===== src/rtl/led_share_arb.sv =====
// Round-robin owner arbitration for the shared RGB LED among three pattern sources.
// Each owner holds the LED between a minimum and maximum time, and a forced-off gap separates owners.
module led_share_arb #(
  parameter int unsigned      CNT_W    = 27,
  parameter logic [CNT_W-1:0] MIN_HOLD = 27'd62_500_000,
  parameter logic [CNT_W-1:0] MAX_HOLD = 27'd125_000_000,
  parameter logic [CNT_W-1:0] GAP_CYC  = 27'd12_500_000
) (
  input  logic       CLK,
  input  logic       RST,
  input  logic [2:0] REQ,
  input  logic [2:0] LED_IN0,
  input  logic [2:0] LED_IN1,
  input  logic [2:0] LED_IN2,
  output logic [2:0] GNT,
  output logic [1:0] OWNER,
  output logic [2:0] LED_RGB
);

  typedef enum logic [1:0] {S_IDLE, S_OWN, S_GAP} state_t;

  localparam logic [CNT_W-1:0] MIN_M1 = MIN_HOLD - 1'b1;
  localparam logic [CNT_W-1:0] MAX_M1 = MAX_HOLD - 1'b1;
  localparam logic [CNT_W-1:0] GAP_M1 = GAP_CYC - 1'b1;

  state_t           state_q;
  logic [CNT_W-1:0] cnt_q;
  logic [2:0]       gnt_q;
  logic [2:0]       led_q;
  logic [1:0]       owner_q;

  logic [1:0]       win_d;
  logic [2:0]       own_oh;
  logic [2:0]       others;
  logic             own_req;
  logic             release_d;
  logic [CNT_W-1:0] cnt_inc_d;
  logic [2:0]       own_led;

  // Search starts just after the last owner, so it only wins again when alone.
  function automatic logic [1:0] rr_pick(input logic [2:0] req, input logic [1:0] last);
    logic [1:0] a, b, c;
    case (last)
      2'd0:    begin a = 2'd1; b = 2'd2; c = 2'd0; end
      2'd1:    begin a = 2'd2; b = 2'd0; c = 2'd1; end
      default: begin a = 2'd0; b = 2'd1; c = 2'd2; end
    endcase
    if (req[a])      return a;
    else if (req[b]) return b;
    return c;
  endfunction

  always_comb begin
    win_d     = rr_pick(REQ, owner_q);
    own_oh    = 3'b001 << owner_q;
    others    = REQ & ~own_oh;
    own_req   = |(REQ & own_oh);
    release_d = (!own_req && (cnt_q >= MIN_M1)) ||
                ((|others) && (cnt_q >= MAX_M1));
    cnt_inc_d = (cnt_q >= MAX_M1) ? MAX_M1 : cnt_q + 1'b1;
    case (owner_q)
      2'd0:    own_led = LED_IN0;
      2'd1:    own_led = LED_IN1;
      default: own_led = LED_IN2;
    endcase
  end

  always_ff @(posedge CLK) begin
    if (RST) begin
      state_q <= S_IDLE;
      cnt_q   <= '0;
      gnt_q   <= 3'b000;
      led_q   <= 3'b000;
      owner_q <= 2'd2;
    end else begin
      case (state_q)
        S_IDLE: begin
          if (|REQ) begin
            state_q <= S_OWN;
            gnt_q   <= 3'b001 << win_d;
            owner_q <= win_d;
            cnt_q   <= '0;
          end
        end
        S_OWN: begin
          if (release_d) begin
            state_q <= S_GAP;
            gnt_q   <= 3'b000;
            led_q   <= 3'b000;
            cnt_q   <= '0;
          end else begin
            cnt_q   <= cnt_inc_d;
            led_q   <= own_led;
          end
        end
        S_GAP: begin
          // Gap end hands straight to the next owner without an idle cycle.
          if (cnt_q >= GAP_M1) begin
            cnt_q <= '0;
            if (|REQ) begin
              state_q <= S_OWN;
              gnt_q   <= 3'b001 << win_d;
              owner_q <= win_d;
            end else begin
              state_q <= S_IDLE;
            end
          end else begin
            cnt_q <= cnt_q + 1'b1;
          end
        end
        default: begin
          state_q <= S_IDLE;
          gnt_q   <= 3'b000;
          led_q   <= 3'b000;
          cnt_q   <= '0;
        end
      endcase
    end
  end

  assign GNT     = gnt_q;
  assign OWNER   = owner_q;
  assign LED_RGB = led_q;

endmodule


===== config.mk =====
export PLATFORM = sky130hd
export DESIGN_NAME = led_share_arb
export DESIGN_NICKNAME = d
export VERILOG_FILES = /design/src/rtl/led_share_arb.sv
export SDC_FILE = /design/constraint.sdc
export NUM_CORES = 1
export LEC_CHECK = 0
export BUFFER_PORTS_ARGS = -buffer_cell sky130_fd_sc_hd__buf_2
export CAP_MARGIN = 20
export CORE_MARGIN = 5
export CORE_UTILIZATION = 60
export DETAILED_ROUTE_END_ITERATION = 8
export GPL_ROUTABILITY_DRIVEN = 1
export GPL_TIMING_DRIVEN = 0
export PLACE_DENSITY_LB_ADDON = 0.2
export SYNTH_ARGS = -nofsm -noshare
export SYNTH_HDL_FRONTEND = slang
export SYNTH_SLANG_ARGS = --single-unit
export TNS_END_PERCENT = 1

===== constraint.sdc =====
create_clock -name CLK -period 2.8 [get_ports CLK]
set_clock_uncertainty 0.05 [all_clocks]
set_input_delay 0.14 -clock CLK [delete_from_list [all_inputs] [get_ports CLK]]
set_output_delay 0.14 -clock CLK [all_outputs]
set_load 0.03 [all_outputs]

==> reports/qor.yml <==
setup_path:
  rr_worst_depth: 9
  timing.reg2reg.setup_slack_ns: 0.13
  critical_path_arrival_ns: 2.84
  worst-setup-path-type: "flop to flop"
  critical_path_required_ns: 2.97
  cp-end-kind: "flop"
  path_max_fanout: 10
  start_kind: "flop"
drt:
  drt_iter0_markers: 342
  ant_nets: 0
  wire_per_inst_um: 17.4
  vias_per_cell: 6.72
  route.detailed.drc: 0
  vias: 2700
  first_pass_iters: 5
  finalWirelength_mm: 7.00
final_layout:
  layout_commonest_cell: "dfxtp_1"
  layout_common_cells: "36 x dfxtp_1, 29 x o21ai_0, 26 x nand2_1, 26 x buf_2, 24 x nor2_1"
  drive_above_1_share_pct: 14.8
  final_cells: 402
  fin_area_um2: 2760
  insertedDiodeCount: 0
  nNetsFinal: 371
  area_growth_pct: 10.6
hold_path:
  hp-class: "input pin to flop"
  whs_path_depth: 3
synth:
  async_flop_share_pct: 0
  synth.distinct_cells: 55
  synth_enable_flop_cells: 0
  syn_nets: 344
  synth_area_leader_cell: "dfxtp_1"
  synth.cell_area_um2: 2500
  yosysWarnings: 0
  ys.flop_type: "dfxtp_1"
  syn_area_per_cell_um2: 7.68
  yosysSeqAreaShare_pct: 29.7
  synth_area_leaders: "dfxtp_1 30%, o21ai_0 5.8%, nand3_1 4.6%, nand2_1 3.9%, a22o_1 3.9%"
  synth_top_area_share_pct: 29.7
  syn-instance-count: 325
  ys_seq_elements: 37
sta:
  hold_violations: 0
  fmax_ghz: 0.375
  rsz0062_at_grt: "no"
  setup_viol: 0
  tightest_slew_ns: 0.695
  fin_crit_sh_pct: 95.2
  holdWs_ns: 0.118
  finalWorstPathRequiredPeriod_ns: 2.67
  slew_headroom_pct: 53.5
  drv_slew: 0
  finalSetupTns_ns: 0
pwr:
  internal-power_mw: 1.04
  p_switching_mw: 0.811
  power.share.clock_pct: 20.8
  powerDensity_nw_per_um2: 670
  power_mw: 1.85
  netSwitchingFraction_pct: 43.9
  power_frac_seq_pct: 33.1
  power_frac_comb_pct: 46.1
  ir_worst_vdd_v: 0.000477
  power_leakage_nw: 0.996
job:
  cap_violations: 0
clocking:
  htreeDepth: 2
  root_buffer: "clkbuf_8"
  cts_setup_buffers: 0
  clockBufferDepth: 2
  cts_made_buffers: 5
  clk_pin_slew_ns: 0.08
  clkSinkCount: 37
  cts-resized-gates: 0
  insertion_delay_ns: 0.30
  cts_tree: "done"
  ctsHoldBuffers: 0
floorplanning:
  num_rows: 23
  fp.dieH_um: 74.5
  core-area_um2: 4030
  die_w_um: 74.5
  dieArea_um2: 5550
  start_util_pct: 62.0
  ios: 22
global_routing:
  grt_pass1_vias: 2418
  grt_pass1_wl_mm: 11.2
  grt_use_total_pct: 26.0
  antenna_found_initial: 0
  grt-ovfl-total: 0
  grt_max_degree: 11
place:
  dp.cells: 395
  dp.final_hpwl_mm: 4.97
  io_buffers: 20
  place.gp.congestion: 0.983
  placed_area_um2: 2660
run_status:
  status: "complete, no violations"
## kinds of logic after synthesis
kind of cell | count (synthesis) | synth area share (%)
muxes | 9 | 3.61
adders and majority gates | 5 | 2.51
AOI/OAI and AO/OA | 98 | 26.6
buffers and inverters | 34 | 6.06
DFF | 37 | 29.7
and+or+nand+nor | 142 | 31.6
## final cells by class
| cell class | count | area [µm²] |
|---|---|---|
| multi-input cells | 254 | 1620 |
| fillers | 353 | 1270 |
| flip-flops and latches | 37 | 742 |
| plain buffers | 21 | 105 |
| repair buffers | 20 | 100 |
| clock buffers | 7 | 86.3 |
| well taps | 50 | 62.6 |
| inverters | 13 | 48.8 |
## metrics by stage
step	util [%]	setup slack [ns]
2_1_floorplan	-	0.329
3_3_place_gp	66.0	0.135
3_5_place_dp	66.0	0.105
4_1_cts	68.2	0.0306
5_1_grt	68.5	0.0146
6_report	68.5	0.133
## cells in the mapped netlist (5+ instances only)
cell type and number:
o2bb2ai_1 5, a22o_1 11, nor2_1 25, nand4_1 11, inv_1 11, o21ai_0 29, mux2i_1 9, ha_1 5
a21oi_1 10, o31ai_1 9, and2_1 5, nor2b_1 5, o211ai_1 5, nor3_1 6, and3_1 6, dfxtp_1 37
nand2_1 26, a31oi_1 10, buf_2 7, clkbuf_1 11, nand3_1 23
## final timing paths
check,startpoint,to
max,cnt_q[9],GNT[1]
min,RST,cnt_q[22]
max reg2reg,cnt_q[9],GNT[1]
min reg2reg,GNT[0],GNT[0]
## power by group through the flow
stage	registers, mW	clock network [mW]	logic (mW)
detailed placement	0.620	0	0.818
CTS	0.609	0.385	0.832
finish	0.611	0.384	0.853
global placement	0.620	0	0.810
floorplan	0.680	0	0.526
global route	0.617	0.414	0.923
## registers in the layout, summed over array words and instances, names as in the netlist
name / count
GNT: 3
LED_RGB: 3
state_q: 2
cnt_q: 27
OWNER: 2
## layer usage
metal | up-vias | track usage (%) | part of all wire, %
met1 | 1256 | 35.1 | 44
met3 | 16 | 6.49 | 8.3
met4 | 0 | 8.89 | 1.8
met2 | 144 | 40.6 | 46
li1 | 1284 | - | -
met5 | - | 0 | 0
## worst max-delay path, cell delays in order (launching register included)
cell	delay (ns)
dfxtp_1	0.30
clkbuf_1	0.17
nor4_1	0.38
o21ai_0	0.20
a311oi_2	0.30
o211ai_1	0.21
nand2_1	0.20
clkbuf_1	0.44
o21ai_0	0.21
a21oi_1	0.15
(Power assumes the default switching activity.)
